==> config.mk <==
export PLATFORM = sky130hd
export DESIGN_NAME = nano_dbus_bridge
export DESIGN_NICKNAME = d
export VERILOG_FILES = /design/src/rtl/nano_rv32i_pkg.sv /design/src/rtl/nano_timeout_cnt.sv /design/src/rtl/nano_dbus_bridge.sv
export SDC_FILE = /design/constraint.sdc
export NUM_CORES = 1
export LEC_CHECK = 0
export CORE_UTILIZATION = 38
export DETAILED_ROUTE_END_ITERATION = 8
export PLACE_DENSITY = 0.77
export RECOVER_POWER = 50
export SLEW_MARGIN = 20
export SYNTH_ARGS = -nofsm -noshare
export SYNTH_HDL_FRONTEND = slang
export SYNTH_SLANG_ARGS = --single-unit
==> constraint.sdc <==
create_clock -name clk_i -period 2.7 [get_ports clk_i]
set_clock_uncertainty 0.1 [all_clocks]
set_input_delay 0.54 -clock clk_i [delete_from_list [all_inputs] [get_ports clk_i]]
set_output_delay 0.54 -clock clk_i [all_outputs]
set_load 0.02 [all_outputs]
==> src/rtl/nano_rv32i_pkg.sv <==
// Shared definitions for the nano_rv32i data-bus bridge: FSM encoding and
// the fill pattern returned to the core when a load times out.
package nano_rv32i_pkg;

    typedef enum logic [1:0] {
        ST_IDLE = 2'd0,
        ST_REQ  = 2'd1,
        ST_DONE = 2'd2
    } dbus_state_t;

    localparam logic [31:0] BUS_ERR_DATA = 32'hDEAD_BEEF;

endpackage : nano_rv32i_pkg

==> src/rtl/nano_timeout_cnt.sv <==
// Counts cycles spent waiting for a memory acknowledge. expired_o rises in
// the TIMEOUT-th enabled cycle after a clear, so the request is held exactly TIMEOUT cycles.
module nano_timeout_cnt #(
    parameter int TIMEOUT = 15
) (
    input  logic clk_i,
    input  logic rst_n_i,
    input  logic clr_i,
    input  logic en_i,
    output logic expired_o
);

    localparam int CNT_W = $clog2(TIMEOUT + 1);
    localparam logic [CNT_W-1:0] CNT_LAST = CNT_W'(TIMEOUT - 1);
    localparam logic [CNT_W-1:0] CNT_MAX  = CNT_W'(TIMEOUT);

    logic [CNT_W-1:0] cnt_reg;
    logic [CNT_W-1:0] cnt_next;

    // Saturates at TIMEOUT rather than wrapping.
    always_comb begin
        cnt_next = cnt_reg;
        if (clr_i) begin
            cnt_next = '0;
        end else if (en_i && (cnt_reg != CNT_MAX)) begin
            cnt_next = cnt_reg + 1'b1;
        end
    end

    always_ff @(posedge clk_i) begin
        if (!rst_n_i) begin
            cnt_reg <= '0;
        end else begin
            cnt_reg <= cnt_next;
        end
    end

    assign expired_o = en_i && (cnt_reg >= CNT_LAST);

endmodule : nano_timeout_cnt

==> src/rtl/nano_dbus_bridge.sv <==
// Turns the core's single-cycle load/store strobes into a req/ack transaction
// toward slow data memory, stalling the core and flagging misaligned/timed-out accesses.
module nano_dbus_bridge
    import nano_rv32i_pkg::*;
#(
    parameter int ADDR_W  = 32,
    parameter int DATA_W  = 32,
    parameter int TIMEOUT = 15
) (
    input  logic              clk_i,
    input  logic              rst_n_i,
    input  logic [ADDR_W-1:0] d_addr_i,
    input  logic [DATA_W-1:0] d_data_i,
    input  logic              d_rd_i,
    input  logic              d_wr_i,
    output logic [DATA_W-1:0] d_data_o,
    output logic              d_stall_o,
    output logic              bus_err_o,
    output logic              m_req_o,
    output logic              m_we_o,
    output logic [ADDR_W-1:0] m_addr_o,
    output logic [DATA_W-1:0] m_wdata_o,
    input  logic [DATA_W-1:0] m_rdata_i,
    input  logic              m_ack_i
);

    dbus_state_t       state_reg;
    dbus_state_t       state_next;

    logic [ADDR_W-1:0] addr_reg;
    logic [DATA_W-1:0] wdata_reg;
    logic              we_reg;
    logic              err_reg;
    logic [DATA_W-1:0] rdata_reg;

    logic              access_req;
    logic              misaligned;
    logic              accept;
    logic              cnt_clr;
    logic              cnt_en;
    logic              cnt_expired;
    logic              req_comb;
    logic              stall_comb;

    assign access_req = d_rd_i | d_wr_i;
    assign misaligned = (d_addr_i[1:0] != 2'b00);
    assign accept     = (state_reg == ST_IDLE) && access_req;

    nano_timeout_cnt #(
        .TIMEOUT (TIMEOUT)
    ) u_timeout_cnt (
        .clk_i     (clk_i),
        .rst_n_i   (rst_n_i),
        .clr_i     (cnt_clr),
        .en_i      (cnt_en),
        .expired_o (cnt_expired)
    );

    always_comb begin
        state_next = state_reg;
        cnt_clr    = 1'b0;
        cnt_en     = 1'b0;
        req_comb   = 1'b0;
        stall_comb = 1'b0;
        case (state_reg)
            ST_IDLE: begin
                if (access_req) begin
                    stall_comb = 1'b1;
                    if (misaligned) begin
                        state_next = ST_DONE;
                    end else begin
                        state_next = ST_REQ;
                        cnt_clr    = 1'b1;
                    end
                end
            end
            ST_REQ: begin
                req_comb   = 1'b1;
                stall_comb = 1'b1;
                cnt_en     = 1'b1;
                if (m_ack_i || cnt_expired) begin
                    state_next = ST_DONE;
                end
            end
            ST_DONE: begin
                // Strobes still held by the core here belong to the finished access.
                state_next = ST_IDLE;
            end
            default: begin
                state_next = ST_IDLE;
            end
        endcase
    end

    always_ff @(posedge clk_i) begin
        if (!rst_n_i) begin
            state_reg <= ST_IDLE;
            addr_reg  <= '0;
            wdata_reg <= '0;
            we_reg    <= 1'b0;
            err_reg   <= 1'b0;
            rdata_reg <= '0;
        end else begin
            state_reg <= state_next;
            if (accept) begin
                addr_reg  <= {d_addr_i[ADDR_W-1:2], 2'b00};
                wdata_reg <= d_data_i;
                we_reg    <= d_wr_i;
                err_reg   <= misaligned;
            end
            // An acknowledge in the final counted cycle still wins over the timeout.
            if (state_reg == ST_REQ) begin
                if (m_ack_i) begin
                    if (!we_reg) begin
                        rdata_reg <= m_rdata_i;
                    end
                end else if (cnt_expired) begin
                    err_reg <= 1'b1;
                    if (!we_reg) begin
                        rdata_reg <= DATA_W'(BUS_ERR_DATA);
                    end
                end
            end
        end
    end

    assign m_req_o   = req_comb;
    assign m_we_o    = we_reg;
    assign m_addr_o  = addr_reg;
    assign m_wdata_o = wdata_reg;
    assign d_data_o  = rdata_reg;
    assign d_stall_o = rst_n_i & stall_comb;
    assign bus_err_o = (state_reg == ST_DONE) & err_reg;

endmodule : nano_dbus_bridge

; After elaboration in Yosys (flattened, before gate mapping)
; Cells that the tools add are included.
[word_totals]
ff_bits = 102
inputBits = 101
wordCells = 47
[op_classes]
add_sub_neg = 1
order_cmp = 1
eq_ne = 5
mux = 18
bitwise = 5
n_reduce_logical = 10
[ops]
columns = operator, n
row1 = $mux W32, 4
row2 = $mux W1, 9
row3 = $mux W2, 3
row4 = $add A4 B1 Y4 const B, 1
row5 = $ge A4 B4 Y1 const B, 1
row6 = $ne A2 B2 Y1 const B, 2
row7 = $ne A4 B4 Y1 const B, 1
row8 = $pmux W2 S2, 1
row9 = $reduce_bool A2 Y1, 2
row10 = $logic_and A1 B1 Y1, 3
row11 = $reduce_and A3 Y1, 1
row12 = $and A1 B1 Y1, 2
row13 = $eq A2 B1 Y1 const B, 1
row14 = $eq A2 B2 Y1 const B, 1
row15 = $logic_not A2 Y1, 1
row16 = $not A1 Y1, 2
row17 = $pmux W1 S2, 1
row18 = $reduce_and A2 Y1, 1
row19 = $reduce_or A2 Y1, 1
row20 = $logic_or A1 B1 Y1, 1
row21 = $or A1 B1 Y1, 1

; Depth between registers and ports, before layout
; Gate-level depths: netlist (run 1).
[depth]
ltp_word = 6
mapped_depth = 6
ltp_nobuf = 5

; By module
; From an unflattened synthesis (run 1), not the netlist that was laid out.
[hier_totals]
hier_cells = 426
hier_area_um2 = 3856.2
[by_module_without_submodules]
columns = module, n_inst, cells_per_inst, area_per_inst_um2
row1 = nano_dbus_bridge, 1, 403, 3643.5
row2 = nano_timeout_cnt, 1, 23, 212.7

; Worst setup path before layout (run 1)
; OpenSTA, ideal clock, no wires.
[synth_path]
path_type = input -> output
start = input port rst_n_i
end = output port d_stall_o
t_arrival_ns = 1.267
required_time_ns = 2.060
slack_ns = 0.793
path_stages = 2
path_buffers = 1
path_cell_list = buf_2 > nor3b_1
[synth_between]
elab_chain_cells = 1
[synth_rtl]
columns = item, line_no
row1 = start: declaration, nano_dbus_bridge.sv:11  ; input logic rst_n_i,
row2 = $and A1 B1 Y1, nano_dbus_bridge.sv:132  ; assign d_stall_o = rst_n_i & stall_comb;
row3 = end: declaration, nano_dbus_bridge.sv:17  ; output logic d_stall_o,
; No other way between the ends.

; Final worst setup path (run 1)
[layout_path]
start = input port d_wr_i
end = output port d_stall_o
[layout_between]
elab_chain_cells = 4
[layout_rtl]
columns = item, line_no
row1 = start: declaration, nano_dbus_bridge.sv:15  ; input logic d_wr_i,
row2 = $or A1 B1 Y1, nano_dbus_bridge.sv:45  ; assign access_req = d_rd_i | d_wr_i;
row3 = $mux W1, nano_dbus_bridge.sv:67  ; if (access_req) begin
row4 = $pmux W1 S2, nano_dbus_bridge.sv:65  ; case (state_reg)
row5 = $and A1 B1 Y1, nano_dbus_bridge.sv:132
; No other way between the ends.

==> results of run 1 <==
==> area by class of cell <==
class                   count  share of cell area
repair buffers            203               0.334
multi-input cells         275               0.264
flip-flops and latches    102               0.335
clock inverters             5              0.0175
clock buffers              10              0.0209
well taps                 133              0.0273
inverters                   2             0.00123
==> worst max-delay path by stage <==
| stage | start | to | slack [ps] | cells after the start |
|---|---|---|---|---|
| floorplan | rst_n_i | d_stall_o | 790 | 2 |
| detailed placement | d_rd_i | d_stall_o | 100 | 4 |
| CTS | d_rd_i | d_stall_o | 100 | 4 |
| global route | d_rd_i | d_stall_o | 9 | 4 |
| global placement | d_wr_i | d_stall_o | 100 | 4 |
| finish | d_wr_i | d_stall_o | 90 | 4 |
==> worst reg2reg max path, stage by stage (launching register included) <==
cell and delay [ps]:
dfxtp_1 360, nand2b_2 280, nor2_4 140, nand2_2 360
o221a_2 400
==> kinds of logic (layout without fill, tap and decap cells) <==
logic type | after synthesis | in the layout | synth area share
fa+ha+maj | 2 | 2 | 0.00653
buf+inv | 35 | 220 | 0.0516
other cells | 1 | 2 | 0.000978
flops | 102 | 102 | 0.533
compound gates | 108 | 108 | 0.236
xor+xnor | 2 | 2 | 0.00457
simple gates | 161 | 161 | 0.167
==> Yosys cell counts (2+ instances only) <==
| cell | n |
|---|---|
| a21boi_0 | 4 |
| a21boi_1 | 60 |
| buf_2 | 8 |
| buf_4 | 9 |
| buf_6 | 3 |
| clkbuf_1 | 13 |
| dfxtp_1 | 102 |
| ha_1 | 2 |
| inv_1 | 2 |
| nand2_1 | 144 |
| nor2_1 | 5 |
| nor3_1 | 3 |
| o221a_2 | 24 |
| o22ai_1 | 8 |
| xnor2_1 | 2 |
==> power by group through the flow <==
stage / sequential (mW) / combinational, mW / clock, mW
floorplan: 1.79 / 0.240 / 0
detailed placement: 1.68 / 0.724 / 0
CTS: 1.65 / 0.727 / 1.15
global route: 1.66 / 0.759 / 1.22
finish: 1.65 / 0.706 / 1.12
global placement: 1.68 / 0.714 / 0
==> per-layer routing <==
metal	part of all wire	GRT usage
met5	0	0
met4	0.0063	0.0571
met3	0.076	0.0520
met2	0.50	0.323
met1	0.42	0.219
==> cells in the final DEF (no fill, tap or decap), types with 2 or more instances in the layout <==
| cell type | Yosys | routed |
|---|---|---|
| bufinv_16 | 0 | 3 |
| nor2_1 | 5 | 5 |
| dfxtp_1 | 102 | 102 |
| clkbuf_8 | 0 | 9 |
| ha_1 | 2 | 2 |
| a21boi_1 | 60 | 4 |
| o22ai_1 | 8 | 8 |
| nor3_1 | 3 | 3 |
| a21boi_0 | 4 | 60 |
| conb_1 | 1 | 2 |
| buf_4 | 9 | 2 |
| inv_1 | 2 | 2 |
| buf_12 | 0 | 2 |
| xnor2_1 | 2 | 2 |
| o221a_2 | 24 | 24 |
| clkdlybuf4s50_1 | 0 | 197 |
| nand2_1 | 144 | 144 |
==> qor.csv, run 1 <==
metric;value;unit
io-pin-count;201;
worst_pin_slew;1780;ps
critical_path.most_common_cell;clkdlybuf4s50_1;
multi_input_area;1610;um^2
p_int;2.58;mW
timing.rr.start;state_reg[1];
fp.dieArea;10500;um^2
violations;max-capacitance violations, max-slew violations;
hpwl;7.05;mm
crit_path_max_fanout;2;
drt_iter0_drc;73;
clock_power_share;0.323;
maxCapViolCount;1;
wl_per_cell;13.7;um
power_switching_share;0.256;
core;9770;um^2
post-synth-top-area-cell;dfxtp_1;
total_power;3.47;mW
hold_viol;0;
hold_path_depth;2;
p_switching;0.890;mW
grt_pass1_wl;15.3;mm
synthCells;411;
powerDensity;570;nW/um^2
vias;3456;
grt_antenna_before_repair;0;
critPathMaxStageDelay;650;ps
crit_path_start_kind;primary input;
vias_per_cell;4.73;
cts_root_buf;clkbuf_8;
fin_crit;2610;ps
core.rowCount;36;
cpLargestDelayFamily;buffers and inverters;
post_route_cells_drive_above_1_share;0.0871;
utilization;0.623;
drc;0;
synth_area;3830;um^2
grt_max_degree;107;
finalMaxSlewViolations;107;
antenna_cells;0;
synth.area.top_cells;dfxtp_1 53%, nand2_1 14%, a21boi_1 12%;
holdCritStartpoint;m_wdata_o[18];
yosys_most_used_dff;dfxtp_1;
grt_use_total;0.185;
hp-class;register to register;
synthArstFlopShare;0;
criticalPathCategory;primary input to output port;
required;2060;ps
post-route-cell-area;6090;um^2
min_delay_worst_endpoint;m_wdata_o[18];
detail-route-antenna-nets;0;
layout-area-overhead-vs-synth;59.0;%
instances_no_fill;730;
cts_setup_buffers;0;
grt-ovfl-total;0;
synth.avg_cell_area;9.32;um^2
cts_hold_buf;0;
period_share;0.967;
firstDrtPassIters;4;
path_cells;clkdlybuf4s50_1 > nor3_1 > nor3b_1 > clkdlybuf4s50_1;
power.leakage;2.29;nW
peakVddDrop;0.367;mV
ys_seq_elements;102;
cts_resized;0;
reg2reg_slack;950;ps
h-tree-depth;3;
cts_tree;built;
cp-end-kind;output port;
clk_path_buf_depth;2;
setup_viol;0;
clock-sinks;102;
seq_area;2040;um^2
start_util;0.392;
synth.distinct_cells;37;
holdWs;356;ps
reg2reg_depth;4;
yosys_warnings;0;
pre_cts_ws;97.2;ps
cp.buffers_inverters;2;
clkTransAtPathRegs;100;ps
port_buffers;198;
crit_slowest_cell;clkdlybuf4s50_1;
grt_pass1_vias;3175;
seqPwrFrac;0.474;
status;complete, but fails checks;
combPwrFrac;0.203;
synth_edf_count;0;
arrival;1970;ps
routed_wl;9.98;mm
fin_ws;90.1;ps
dp.cells;715;
die_w;102;um
setup_tns;0;ps
gp_congestion;0.763;
slew_headroom;-0.185;
synth_seq_area_share;0.533;
clk-insertion-delay-late;350;ps
rsz0062_at_grt;false;
r2r_end;d_data_o[5];
placed_area;5860;um^2
fillers;834;
numCtsBuffers;9;
netlist.area_leader.share;0.533;
finalNetCount;696;
die_h;102;um
fmax;383;MHz
No activity file was read; power rests on OpenSTA's default activity.
==> run 2, diff against run 1 <==
==> constraint.sdc (replaced) <==
create_clock -name clk_i -period 3.27 [get_ports clk_i]
set_clock_uncertainty 0.1 [all_clocks]
set_input_delay 0.654 -clock clk_i [delete_from_list [all_inputs] [get_ports clk_i]]
set_output_delay 0.654 -clock clk_i [all_outputs]
set_load 0.02 [all_outputs]
==> run 2 against run 1 <==
Against the previous run:
- the run still ends with max-capacitance violations, max-slew violations left
- die area is the same
- final cell count is the same
- sequential share of layout area grew 0.055 points
- critical endpoint unchanged
- worst hold slack lost 5.4 ps
==> qor.csv, run 2 (synthesized netlist as in run 1, its figures left out) <==
metric;value;unit
die_w;102;um
post_route_cells_drive_above_1_share;0.0871;
numCtsBuffers;9;
die_h;102;um
clkTransAtPathRegs;90;ps
maxCapViolCount;1;
hp-class;register to register;
fmax;333;MHz
most-common-layout-cells;155 x clkdlybuf4s50_1, 144 x nand2_1, 102 x dfxtp_1;
criticalPathCategory;primary input to output port;
port_buffers;198;
io-pin-count;201;
path_cells;clkdlybuf4s50_1 > nor3_1 > nor3b_1 > clkdlybuf4s50_1;
hpwl;7.08;mm
fp.dieArea;10500;um^2
clock-sinks;102;
fin_crit;3000;ps
vias;3494;
peakVddDrop;0.244;mV
gp_congestion;0.770;
worst_pin_slew;1790;ps
violations;max-capacitance violations, max-slew violations;
crit_path_start_kind;primary input;
grt_use_total;0.190;
h-tree-depth;3;
cts_setup_buffers;0;
cp.buffers_inverters;2;
timing.rr.start;u_timeout_cnt.cnt_reg[0];
reg2reg_slack;1490;ps
cpLargestDelayFamily;buffers and inverters;
grt_pass1_vias;3296;
start_util;0.392;
setup_viol;0;
worst-path-stages;4;
core;9770;um^2
pre_cts_ws;258;ps
antenna_cells;0;
endpoint;d_stall_o;
instances_no_fill;730;
holdWs;351;ps
firstDrtPassIters;6;
critPathMaxStageDelay;660;ps
grt-ovfl-total;0;
clk_path_buf_depth;2;
vias_per_cell;4.79;
hold_viol;0;
finalNetCount;695;
wl_per_cell;14.0;um
cts_root_buf;clkbuf_8;
status;complete, but fails checks;
drc;0;
holdCritStartpoint;m_wdata_o[24];
dp.cells;714;
layout-area-overhead-vs-synth;58.7;%
slew_headroom;-0.196;
setup_tns;0;ps
final_common_cell;clkdlybuf4s50_1;
powerDensity;466;nW/um^2
reg2reg_depth;5;
routed_wl;10.2;mm
drt_iter0_drc;61;
crit_start;d_rd_i;
clk-insertion-delay-late;360;ps
cts_resized;0;
core.rowCount;36;
arrival;2250;ps
rsz0062_at_grt;false;
fin_ws;268;ps
crit_path_max_fanout;5;
required;2520;ps
power.leakage;2.42;nW
cp-end-kind;output port;
detail-route-antenna-nets;0;
period_share;0.918;
cts_hold_buf;0;
grt_pass1_wl;15.7;mm
crit_slowest_cell;clkdlybuf4s50_1;
finalMaxSlewViolations;107;
grt_antenna_before_repair;1;
cts_tree;built;
grt_max_degree;107;
critical_path.most_common_cell;clkdlybuf4s50_1;
r2r_end;d_data_o[25];
utilization;0.622;
-- run 2: cell types whose count changed in the layout (fill, tap and decap cells not counted), sizes merged --
cell and delta:
dlygate4sd3 +42, bufinv -1, clkdlybuf4s50 -42, inv -1, clkbuf +2, clkinv +2, buf -2
-- run 2: layout make-up --
type | count | area, um^2
Fill cell | 840 | 3690
Sequential cell | 102 | 2040
Timing Repair Buffer | 202 | 2030
Multi-Input combinational cell | 275 | 1610
Tap cell | 133 | 166
Clock buffer | 11 | 151
Clock inverter | 5 | 81.3
Inverter | 2 | 7.51
-- run 2: metal layers --
metal / GRT usage / wire length, um / up-vias / part of all wire
li1: - / - / 1749 / -
met1: 0.210 / 4000 / 1596 / 0.39
met2: 0.332 / 5060 / 132 / 0.50
met3: 0.0677 / 931 / 17 / 0.091
met4: 0.0725 / 209 / 0 / 0.020
met5: 0 / 0 / - / 0
-- run 2: worst min-delay path, delay by kind of cell, from the launching register on --
family             cells  cell delay [ps]
DFF                    1              310
and+or+nand+nor        1               50
AOI/OAI and AO/OA      1               50
-- run 2: worst min-delay path by stage --
stage | end | depth (start not counted)
detailed placement | m_addr_o[5] | 2
finish | m_wdata_o[24] | 2
CTS | m_wdata_o[24] | 2
floorplan | u_timeout_cnt.cnt_reg[1] | 2
global placement | m_addr_o[31] | 2
global route | m_wdata_o[24] | 2
-- run 2: through the flow --
step,instance area [um^2],power [mW]
2_1_floorplan,3840,1.67
3_3_place_gp,5850,1.97
3_5_place_dp,5850,1.99
4_1_cts,6090,2.88
5_1_grt,6080,2.96
6_report,6080,2.83
-- run 2: power breakdown --
group / switching [mW] / total, mW / internal, mW
clock: 0.426 / 0.899 / 0.473
sequential: 0.0394 / 1.36 / 1.32
combinational: 0.281 / 0.577 / 0.297
